**src/rtl/gnrl_arb_pkg.sv**
```systemverilog
// Shared definitions for the general-purpose arbiters: lock-state encoding
// and the modulo-N pointer rotation helper.
package gnrl_arb_pkg;

  localparam logic IDLE   = 1'b0;
  localparam logic LOCKED = 1'b1;

  function automatic int unsigned wrap_inc(input int unsigned ptr, input int unsigned n);
    return (ptr >= n - 32'd1) ? 32'd0 : ptr + 32'd1;
  endfunction

endpackage

```
**src/rtl/gnrl_dfflrs.sv**
```systemverilog
// Reset-DFF primitive: load-enable register with synchronous active-low reset.
module gnrl_dfflrs #(
  parameter int           W       = 1,
  parameter logic [W-1:0] RST_VAL = '0
) (
  input  logic         clk,
  input  logic         rst_n,
  input  logic         en,
  input  logic [W-1:0] d,
  output logic [W-1:0] q
);

  always_ff @(posedge clk) begin
    if (!rst_n)  q <= RST_VAL;
    else if (en) q <= d;
  end

endmodule

```
**src/rtl/gnrl_rr_pick.sv**
```systemverilog
// Combinational round-robin picker: first set request at or above ptr,
// wrapping modulo N, found by a priority scan over a doubled request vector.
module gnrl_rr_pick #(
  parameter  int N  = 4,
  localparam int IW = $clog2(N)
) (
  input  logic [N-1:0]  req,
  input  logic [IW-1:0] ptr,
  output logic [N-1:0]  gnt,
  output logic [IW-1:0] idx
);

  logic [2*N-1:0] dbl;
  logic           found;

  always_comb begin
    dbl   = {req, req};
    gnt   = '0;
    idx   = '0;
    found = 1'b0;
    for (int j = 0; j < 2 * N; j++) begin
      if (!found && (j >= int'(ptr)) && (j < int'(ptr) + N) && dbl[j]) begin
        found        = 1'b1;
        idx          = IW'(j % N);
        gnt[j % N]   = 1'b1;
      end
    end
  end

endmodule

```
**src/rtl/gnrl_rr_arb.sv**
```systemverilog
// Registered round-robin arbiter with packet locking: N valid/ready sources
// share one downstream port through a single output register.
module gnrl_rr_arb
  import gnrl_arb_pkg::*;
#(
  parameter  int N  = 4,
  parameter  int DW = 32,
  localparam int IW = $clog2(N)
) (
  input  logic          clk,
  input  logic          rst_n,
  input  logic [N-1:0]  i_valid,
  output logic [N-1:0]  i_ready,
  input  logic [N*DW-1:0] i_data,
  input  logic [N-1:0]  i_last,
  output logic          o_valid,
  input  logic          o_ready,
  output logic [DW-1:0] o_data,
  output logic          o_last,
  output logic [IW-1:0] o_id
);

  logic          state;
  logic [IW-1:0] owner;
  logic [IW-1:0] rr_ptr;
  logic [IW-1:0] rr_ptr_nxt;

  logic          adv;
  logic [N-1:0]  pick_gnt;
  logic [IW-1:0] pick_idx;
  logic [N-1:0]  gnt;
  logic [IW-1:0] acc_idx;
  logic          acc;
  logic          acc_last;
  logic [DW-1:0] acc_data;

  gnrl_rr_pick #(.N(N)) u_pick (
    .req (i_valid),
    .ptr (rr_ptr),
    .gnt (pick_gnt),
    .idx (pick_idx)
  );

  assign adv = ~o_valid | o_ready;

  // While locked only the owner may be granted; an idle owner leaves a bubble.
  always_comb begin
    gnt     = (state == LOCKED) ? ((N'(1) << owner) & i_valid) : pick_gnt;
    acc_idx = (state == LOCKED) ? owner : pick_idx;
  end

  assign i_ready = rst_n ? (gnt & {N{adv}}) : '0;
  assign acc     = |(i_valid & i_ready);

  always_comb begin
    acc_data = '0;
    acc_last = 1'b0;
    for (int i = 0; i < N; i++) begin
      if (acc_idx == IW'(i)) begin
        acc_data = i_data[i*DW +: DW];
        acc_last = i_last[i];
      end
    end
  end

  assign rr_ptr_nxt = IW'(wrap_inc(32'(acc_idx), N));

  // Output stage: valid follows every advance, payload only loads on accept.
  gnrl_dfflrs #(.W(1)) u_o_valid (
    .clk (clk), .rst_n (rst_n), .en (adv), .d (acc), .q (o_valid)
  );

  gnrl_dfflrs #(.W(DW + 1 + IW)) u_o_beat (
    .clk (clk), .rst_n (rst_n), .en (acc),
    .d ({acc_data, acc_last, acc_idx}), .q ({o_data, o_last, o_id})
  );

  gnrl_dfflrs #(.W(1)) u_state (
    .clk (clk), .rst_n (rst_n), .en (acc),
    .d (acc_last ? IDLE : LOCKED), .q (state)
  );

  gnrl_dfflrs #(.W(IW)) u_owner (
    .clk (clk), .rst_n (rst_n), .en (acc & ~acc_last), .d (acc_idx), .q (owner)
  );

  gnrl_dfflrs #(.W(IW)) u_rr_ptr (
    .clk (clk), .rst_n (rst_n), .en (acc & acc_last), .d (rr_ptr_nxt), .q (rr_ptr)
  );

endmodule
```
**config.mk**
```make
export PLATFORM = sky130hd
export DESIGN_NAME = gnrl_rr_arb
export DESIGN_NICKNAME = d
export VERILOG_FILES = /design/src/rtl/gnrl_arb_pkg.sv /design/src/rtl/gnrl_dfflrs.sv /design/src/rtl/gnrl_rr_pick.sv /design/src/rtl/gnrl_rr_arb.sv
export SDC_FILE = /design/constraint.sdc
export NUM_CORES = 1
export LEC_CHECK = 0
export ABC_AREA = 1
export ABC_CLOCK_PERIOD_IN_PS = 5300
export BUFFER_PORTS_ARGS = -buffer_cell sky130_fd_sc_hd__buf_2
export CORE_ASPECT_RATIO = 2
export CORE_MARGIN = 2
export CORE_UTILIZATION = 36
export DETAILED_ROUTE_END_ITERATION = 10
export PLACE_DENSITY = 0.78
export SLEW_MARGIN = 30
export SYNTH_ARGS = -nofsm -noshare
export SYNTH_HDL_FRONTEND = slang
export SYNTH_SLANG_ARGS = --single-unit
export TNS_END_PERCENT = 50
```
**constraint.sdc**
```tcl
create_clock -name clk -period 5.3 [get_ports clk]
set_input_delay 1.06 -clock clk [delete_from_list [all_inputs] [get_ports clk]]
set_output_delay 1.06 -clock clk [all_outputs]
set_load 0.02 [all_outputs]
```
=== Word level (Yosys, flattened, before mapping) ===
Cells that the tools add are included.

* Shifts and indexed selects: 1
* $lt $le $gt $ge: 12
* Reductions and logical operators: 27
* Mux-type cells: 34
* Eq/ne operators: 3
* Add/subtract/negate cells: 2
* Bitwise gates (word level): 8

{| class="wikitable"
|+ Operators by type and width
! operator !! number
|-
| $lt 4x32->1 const A || 4
|-
| $mux 32 || 4
|-
| $lt 3x32->1 const A || 2
|-
| $lt 1x32->1 const A || 1
|-
| $lt 2x32->1 const A || 1
|-
| $mux 1 || 20
|-
| $logic_and 1x1->1 || 18
|-
| $mux 2 || 8
|-
| $and 4x4->4 || 3
|-
| $mux 4 || 2
|-
| $logic_not 1->1 || 7
|-
| $add 2x3->4 const B || 1
|-
| $eq 2x2->1 const B || 2
|-
| $ge 1x2->1 const A || 2
|-
| $reduce_or 4->1 || 1
|-
| $shl 1x2->4 const A || 1
|-
| $add 2x1->2 const B || 1
|-
| $and 1x1->1 || 2
|-
| $eq 2x1->1 const B || 1
|-
| $ge 2x2->1 const A || 1
|-
| $ge 2x2->1 const B || 1
|-
| $logic_not 2->1 || 1
|-
| $not 1->1 || 2
|-
| $or 1x1->1 || 1
|}

* Logic and storage cells: 92
* Register bits after elaboration: 41

=== Depth between registers and ports, before layout ===
* Word-level depth: 43
* Mapped depth: 21
* Depth with buffers taken out: 20

=== Modules after synthesis ===
A second synthesis with hierarchy kept.

* Cells, all modules: 566
* Area, all modules: 3138.0 um2

{| class="wikitable"
|+ Modules (own cells, without submodules)
! module !! area an instance (um2) !! instances !! cells each
|-
| gnrl_dfflrs (u_o_beat) || 1477.7 || 1 || 222
|-
| gnrl_rr_arb || 1285.0 || 1 || 279
|-
| gnrl_dfflrs (u_owner ...) || 77.6 || 2 || 12
|-
| gnrl_rr_pick || 137.6 || 1 || 29
|-
| gnrl_dfflrs (u_o_valid ...) || 41.3 || 2 || 6
|}

=== Worst setup path after synthesis ===
OpenSTA, ideal clock, no wires.

* Path kind: input to register
* Start: input port i_valid[1]
* End: register u_o_beat.q[32]
* Stages on the path: 19
* Setup slack: 2.178 ns
* Buffers on the path: 2
* Arrival: 3.006 ns
* Library setup time: 0.116 ns
* Required time: 5.184 ns
* Cells stage by stage: nand2_1 > nand2_2 > nor2_2 > nand3b_1 > nand4_1 > o21ai_0 > inv_1 > ha_1 > clkbuf_1 > inv_1 > nand2_1 > inv_1 > buf_2 > a22oi_1 > nor2_1 > a21oi_1 > o21ai_0 > o21ai_0 > nor2_1

* Longest elaborated chain between the ends: 33
* Elaborated cells between the ends (all ways): 55

{| class="wikitable"
|+ Ends and longest elaborated chain
! what !! RTL line !! source
|-
| start: declaration || gnrl_rr_arb.sv:12 || <nowiki>input logic [N-1:0] i_valid,</nowiki>
|-
| $logic_and 1x1->1 || gnrl_rr_pick.sv:22 || <nowiki>if (!found && (j >= int'(ptr)) && (j < int'(ptr) + N) && dbl[j]) begin</nowiki>
|-
| $mux 1 || gnrl_rr_pick.sv:22 ||
|-
| $logic_not 1->1 || gnrl_rr_pick.sv:22 ||
|-
| $logic_and 1x1->1 (3 in series) || gnrl_rr_pick.sv:22 ||
|-
| $mux 1 || gnrl_rr_pick.sv:22 ||
|-
| $logic_not 1->1 || gnrl_rr_pick.sv:22 ||
|-
| $logic_and 1x1->1 (2 in series) || gnrl_rr_pick.sv:22 ||
|-
| $mux 1 || gnrl_rr_pick.sv:22 ||
|-
| [12 not listed] || - ||
|-
| $logic_not 1->1 || gnrl_rr_pick.sv:22 ||
|-
| $logic_and 1x1->1 (2 in series) || gnrl_rr_pick.sv:22 ||
|-
| $mux 2 * || gnrl_rr_pick.sv:22 ||
|-
| $mux 2 * || gnrl_rr_arb.sv:49 || <nowiki>acc_idx = (state == LOCKED) ? owner : pick_idx;</nowiki>
|-
| named net acc_idx[0] || gnrl_rr_arb.sv:32 || <nowiki>logic [IW-1:0] acc_idx;</nowiki>
|-
| $logic_not 2->1 || gnrl_rr_arb.sv:59 || <nowiki>if (acc_idx == IW'(i)) begin</nowiki>
|-
| $mux 32 (3 in series) || gnrl_rr_arb.sv:59 ||
|-
| $mux 32 * || gnrl_rr_arb.sv:59 ||
|-
| end signal: assignment || gnrl_dfflrs.sv:14 || <nowiki>if (!rst_n) q <= RST_VAL;</nowiki>
|-
| end signal: assignment || gnrl_dfflrs.sv:15 || <nowiki>else if (en) q <= d;</nowiki>
|-
| end: declaration || gnrl_dfflrs.sv:10 || <nowiki>output logic [W-1:0] q</nowiki>
|}

The timed path passes the listed nets; every way through them passes the cells marked *.
A chain may end at the register's enable or synchronous reset.

=== Final worst setup path ===
* Start: input port i_valid[1]
* End: register u_rr_ptr.q[0]

* Elaborated cells between the ends (all ways): 59

{| class="wikitable"
|+ RTL lines
! what !! RTL line !! source
|-
| $logic_and 1x1->1 || gnrl_rr_pick.sv:22 ||
|-
| $mux 1 || gnrl_rr_pick.sv:22 ||
|-
| $logic_not 1->1 || gnrl_rr_pick.sv:22 ||
|-
| $logic_and 1x1->1 (3 in series) || gnrl_rr_pick.sv:22 ||
|-
| $mux 1 || gnrl_rr_pick.sv:22 ||
|-
| $logic_not 1->1 || gnrl_rr_pick.sv:22 ||
|-
| $logic_and 1x1->1 (2 in series) || gnrl_rr_pick.sv:22 ||
|-
| $mux 1 || gnrl_rr_pick.sv:22 ||
|-
| [11 not listed] || - ||
|-
| $mux 1 || gnrl_rr_pick.sv:22 ||
|-
| $logic_not 1->1 || gnrl_rr_pick.sv:22 ||
|-
| $logic_and 1x1->1 (2 in series) || gnrl_rr_pick.sv:22 ||
|-
| $mux 2 * || gnrl_rr_pick.sv:22 ||
|-
| $mux 2 * || gnrl_rr_arb.sv:49 ||
|-
| $add 2x1->2 / $ge 2x2->1 (equally long branches) || gnrl_arb_pkg.sv:9 || <nowiki>return (ptr >= n - 32'd1) ? 32'd0 : ptr + 32'd1;</nowiki>
|-
| $mux 2 * || gnrl_arb_pkg.sv:9 ||
|-
| named net rr_ptr_nxt[0] || gnrl_rr_arb.sv:26 || <nowiki>logic [IW-1:0] rr_ptr_nxt;</nowiki>
|-
| end signal: assignment || gnrl_dfflrs.sv:14 ||
|-
| end signal: assignment || gnrl_dfflrs.sv:15 ||
|-
| end: declaration || gnrl_dfflrs.sv:10 ||
|}

Marked as above.

==> results by group <==
Run status
  • Status: finished, final reports clean

Worst setup path
  • Reg2reg end: u_rr_ptr.q[0]$_SDFFE_PN0P_
  • CP most frequent cell: nand2_1
  • Bufs and invs on worst path: 6
  • Crit Path Max Fanout: 34
  • R2R depth: 21
  • Setup CP Type: primary input to flop
  • Reg2Reg Launch Point: u_rr_ptr.q[1]$_SDFFE_PN0P_
  • Worst path max stage delay: 0.42 ns
  • WP data arrival: 3.99 ns
  • CP max-delay cell: inv_2
  • Crit start category: primary input
  • CP top delay family: buffers and inverters
  • CP endpoint kind: flop
  • Reg-to-reg slack, setup: about 1.9 ns
  • Worst-path cell chain: buf_2 -> nand2_1 -> nand2_2 -> nor2_2 -> nand3b_1 -> nand4_1 -> o21ai_0 -> inv_1 -> ha_1 -> buf_4 -> inv_1 -> nand2_1 -> inv_2 -> nand2_1 -> a21oi_1 -> nand2_1 -> nand2_1 -> inv_1 -> nor2_1 -> nor2_1 -> nor2_1
  • Required time of the critical path: 5.52 ns

Power and ir drop
  • Max VDD drop: 0.0003171 V
  • Static leakage: 1.936 nW
  • P per Cell Area: 580.6 mW/mm^2

Detailed routing
  • Total number of vias: roughly 3,500
  • DRT Wirelength: around 9700 um
  • WL per Instance: 13.94 um
  • Initial DRT Pass Iterations: 5
  • DRC: 0
  • Final ANT Viol Nets: 0
  • Iter 0 DRT Violations: 165
  • Vias per Instance: between 5 and 6

Finish
  • Antenna diodes: 0
  • # fillers: 793
  • Layout cells sized above 1: 32.84%
  • Nets: 749
  • Commonest cells after routing, fill and taps aside: buf_2 (178), nor2_1 (105), nand2_1 (83), o21ai_0 (69), dfxtp_1 (41)
  • Commonest non-fill, non-tap cell in the layout: buf_2
  • Synthesis-to-layout area growth: 38.21%

Floorplanning
  • Core box area: 0.007267 sq mm
  • Starting density of the core: 37.31%
  • Top Ports: 179
  • Cell row count: 44
  • Die H: 126.7 um
  • Die X-Extent: between 60 and 70 um
  • Die area: roughly 0.0083 sq mm

GRT
  • Gr ovfl total: 0
  • Largest net degree at the start of global routing: 67
  • Initial antenna violation count: 0
  • Total track usage: 22.87%
  • Vias in the first global route: 3,338
  • First-pass GRT wire length: 15,120 um

Synthesis
  • Ys Warns: 0
  • Synth Area per Inst: around 6.0 sq um
  • Syn nets: 594
  • Seq cells post-synth: slightly above 40
  • Mapped cell area: 0.002711 sq mm
  • Netlist cell types: 21
  • Post-synthesis instance total: 451
  • Seq/Total Area, Yosys: 30.27%

Clock tree
  • CTS tree: done
  • Clk pin slew, worst setup/hold paths: roughly 0.050 ns
  • CTS Hold Buffers Added: 0
  • Post-CTS Setup Inserts: 0
  • Clock Sinks: 41
  • Max Buffers Root-to-Sink: 2
  • TritonCTS Buffers: 5
  • Clock root cell: clkbuf_16
  • Clock Latency Late Sink: approximately 0.28 ns
  • H-tree depth: 2
  • Resized Gates After CTS: 0

STA
  • Hold Violations, Final: 0
  • Final Cycle Share: 71.18%
  • Worst slew margin: between 40% and 50%
  • Max Freq: 265.1 MHz
  • Slew Viols, Final: 0
  • Final worst path period need: between 3 and 4 ns
  • Setup TNS Final: 0 ns
  • Worst-margin pin slew: 0.7972 ns
  • Final setup margin: 1.528 ns
  • Worst Skew: 0.003564 ns
  • RSZ-0062 raised after global routing: no
  • Final setup fails: 0

Min path
  • Worst hold path depth: 2
  • Hold Path Sink: u_o_beat.q[6]$_SDFFE_PN0P_
  • Hold WC Path Type: flop to flop
  • Worst Hold Launch: u_o_beat.q[6]$_SDFFE_PN0P_

Place
  • # port buffers: 178
  • Routability congestion estimate: 0.8756
  • Hpwl dp: approximately 7300 um
  • Worst slack, placed: 1.052 ns

Flow run
  • Max-cap violation count: 0
[metrics by stage]
stage	util (%)	hold WS [ns]	power [W]	std cells	instance area (sq um)
global placement	49.35	0.4596	0.001827	691	3586
floorplan	-	0.4875	0.001526	451	2711
finish	51.57	0.4778	0.002176	698	3747
global route	51.57	0.4977	0.002398	698	3747
detailed placement	49.35	0.4627	0.001866	691	3586
CTS	51.31	0.4714	0.002167	698	3729
[per-layer routing]
layer | GRT usage (%) | vias to the layer above | routed length (um)
li1 | - | 1797 | -
met1 | 26.42 | 1562 | 3840
met2 | 39.98 | 157 | 4901
met3 | 3.812 | 23 | 636
met4 | 10.66 | 0 | 350
met5 | 0 | - | 0
[worst max-delay path by stage]
stage                          start                          end  depth (start not counted)
after floorplan           i_valid[1]  u_o_beat.q[32]$_SDFFE_PN0P_                         19
after global placement    i_valid[1]   u_rr_ptr.q[1]$_SDFFE_PN0P_                         21
after detailed placement  i_valid[1]   u_rr_ptr.q[0]$_SDFFE_PN0P_                         21
after CTS                 i_valid[1]   u_rr_ptr.q[0]$_SDFFE_PN0P_                         21
after global routing      i_valid[1]   u_rr_ptr.q[1]$_SDFFE_PN0P_                         21
final                     i_valid[1]   u_rr_ptr.q[0]$_SDFFE_PN0P_                         21
[flip-flops by register name, indices dropped and copies added, names as in the netlist]
signal	count
u_o_beat.q	35
u_owner.q	2
u_rr_ptr.q	2
u_o_valid.q	1
u_state.q	1
[cell type report]
type | instances | area [sq um] | area share [%]
timing repair buffer | 180 | 905.9 | 24.17
sequential | 41 | 820.8 | 21.90
tap | 92 | 115.1 | 3.072
inverter | 22 | 82.58 | 2.204
clock buffer | 7 | 142.6 | 3.806
multi-input combinational | 356 | 1680 | 44.84
[synthesized netlist by cell type (all sizes together)]
cell | instances | area (sq um)
clkbuf | 22 | 82.58
nand3 | 6 | 30.03
ha | 4 | 50.05
inv | 22 | 82.58
a21oi | 39 | 195.2
nand4 | 5 | 37.53
dfxtp | 41 | 820.8
buf | 10 | 68.81
a22oi | 18 | 135.1
o21ai | 84 | 420.4
o22ai | 1 | 6.260
nand3b | 1 | 7.510
nand2 | 90 | 355.3
nor2 | 107 | 411.7
a211oi | 1 | 7.510
[logic make-up (layout without fill, tap and decap cells)]
group	after synthesis	count (layout)	synth area share, %
AND/OR/NAND/NOR	209	209	31.06
AO/OA/AOI/OAI	143	143	28.20
buffers and inverters	54	209	8.629
flip-flops	41	41	30.27
adder cells (fa/ha/maj)	4	4	1.846
[tightest hold or removal path, stage by stage, from the launching register on]
cell and delay, ns:
dfxtp_1 0.32, nor2_1 0.05, nor2_1 0.08
[power by group]
group / internal (W) / switching (W)
Sequential: 0.000418 / 0.0000603
Combinational: 0.000464 / 0.000936
Clock: 0.000185 / 0.000113
Note: power is estimated with default switching activity, not from simulation.
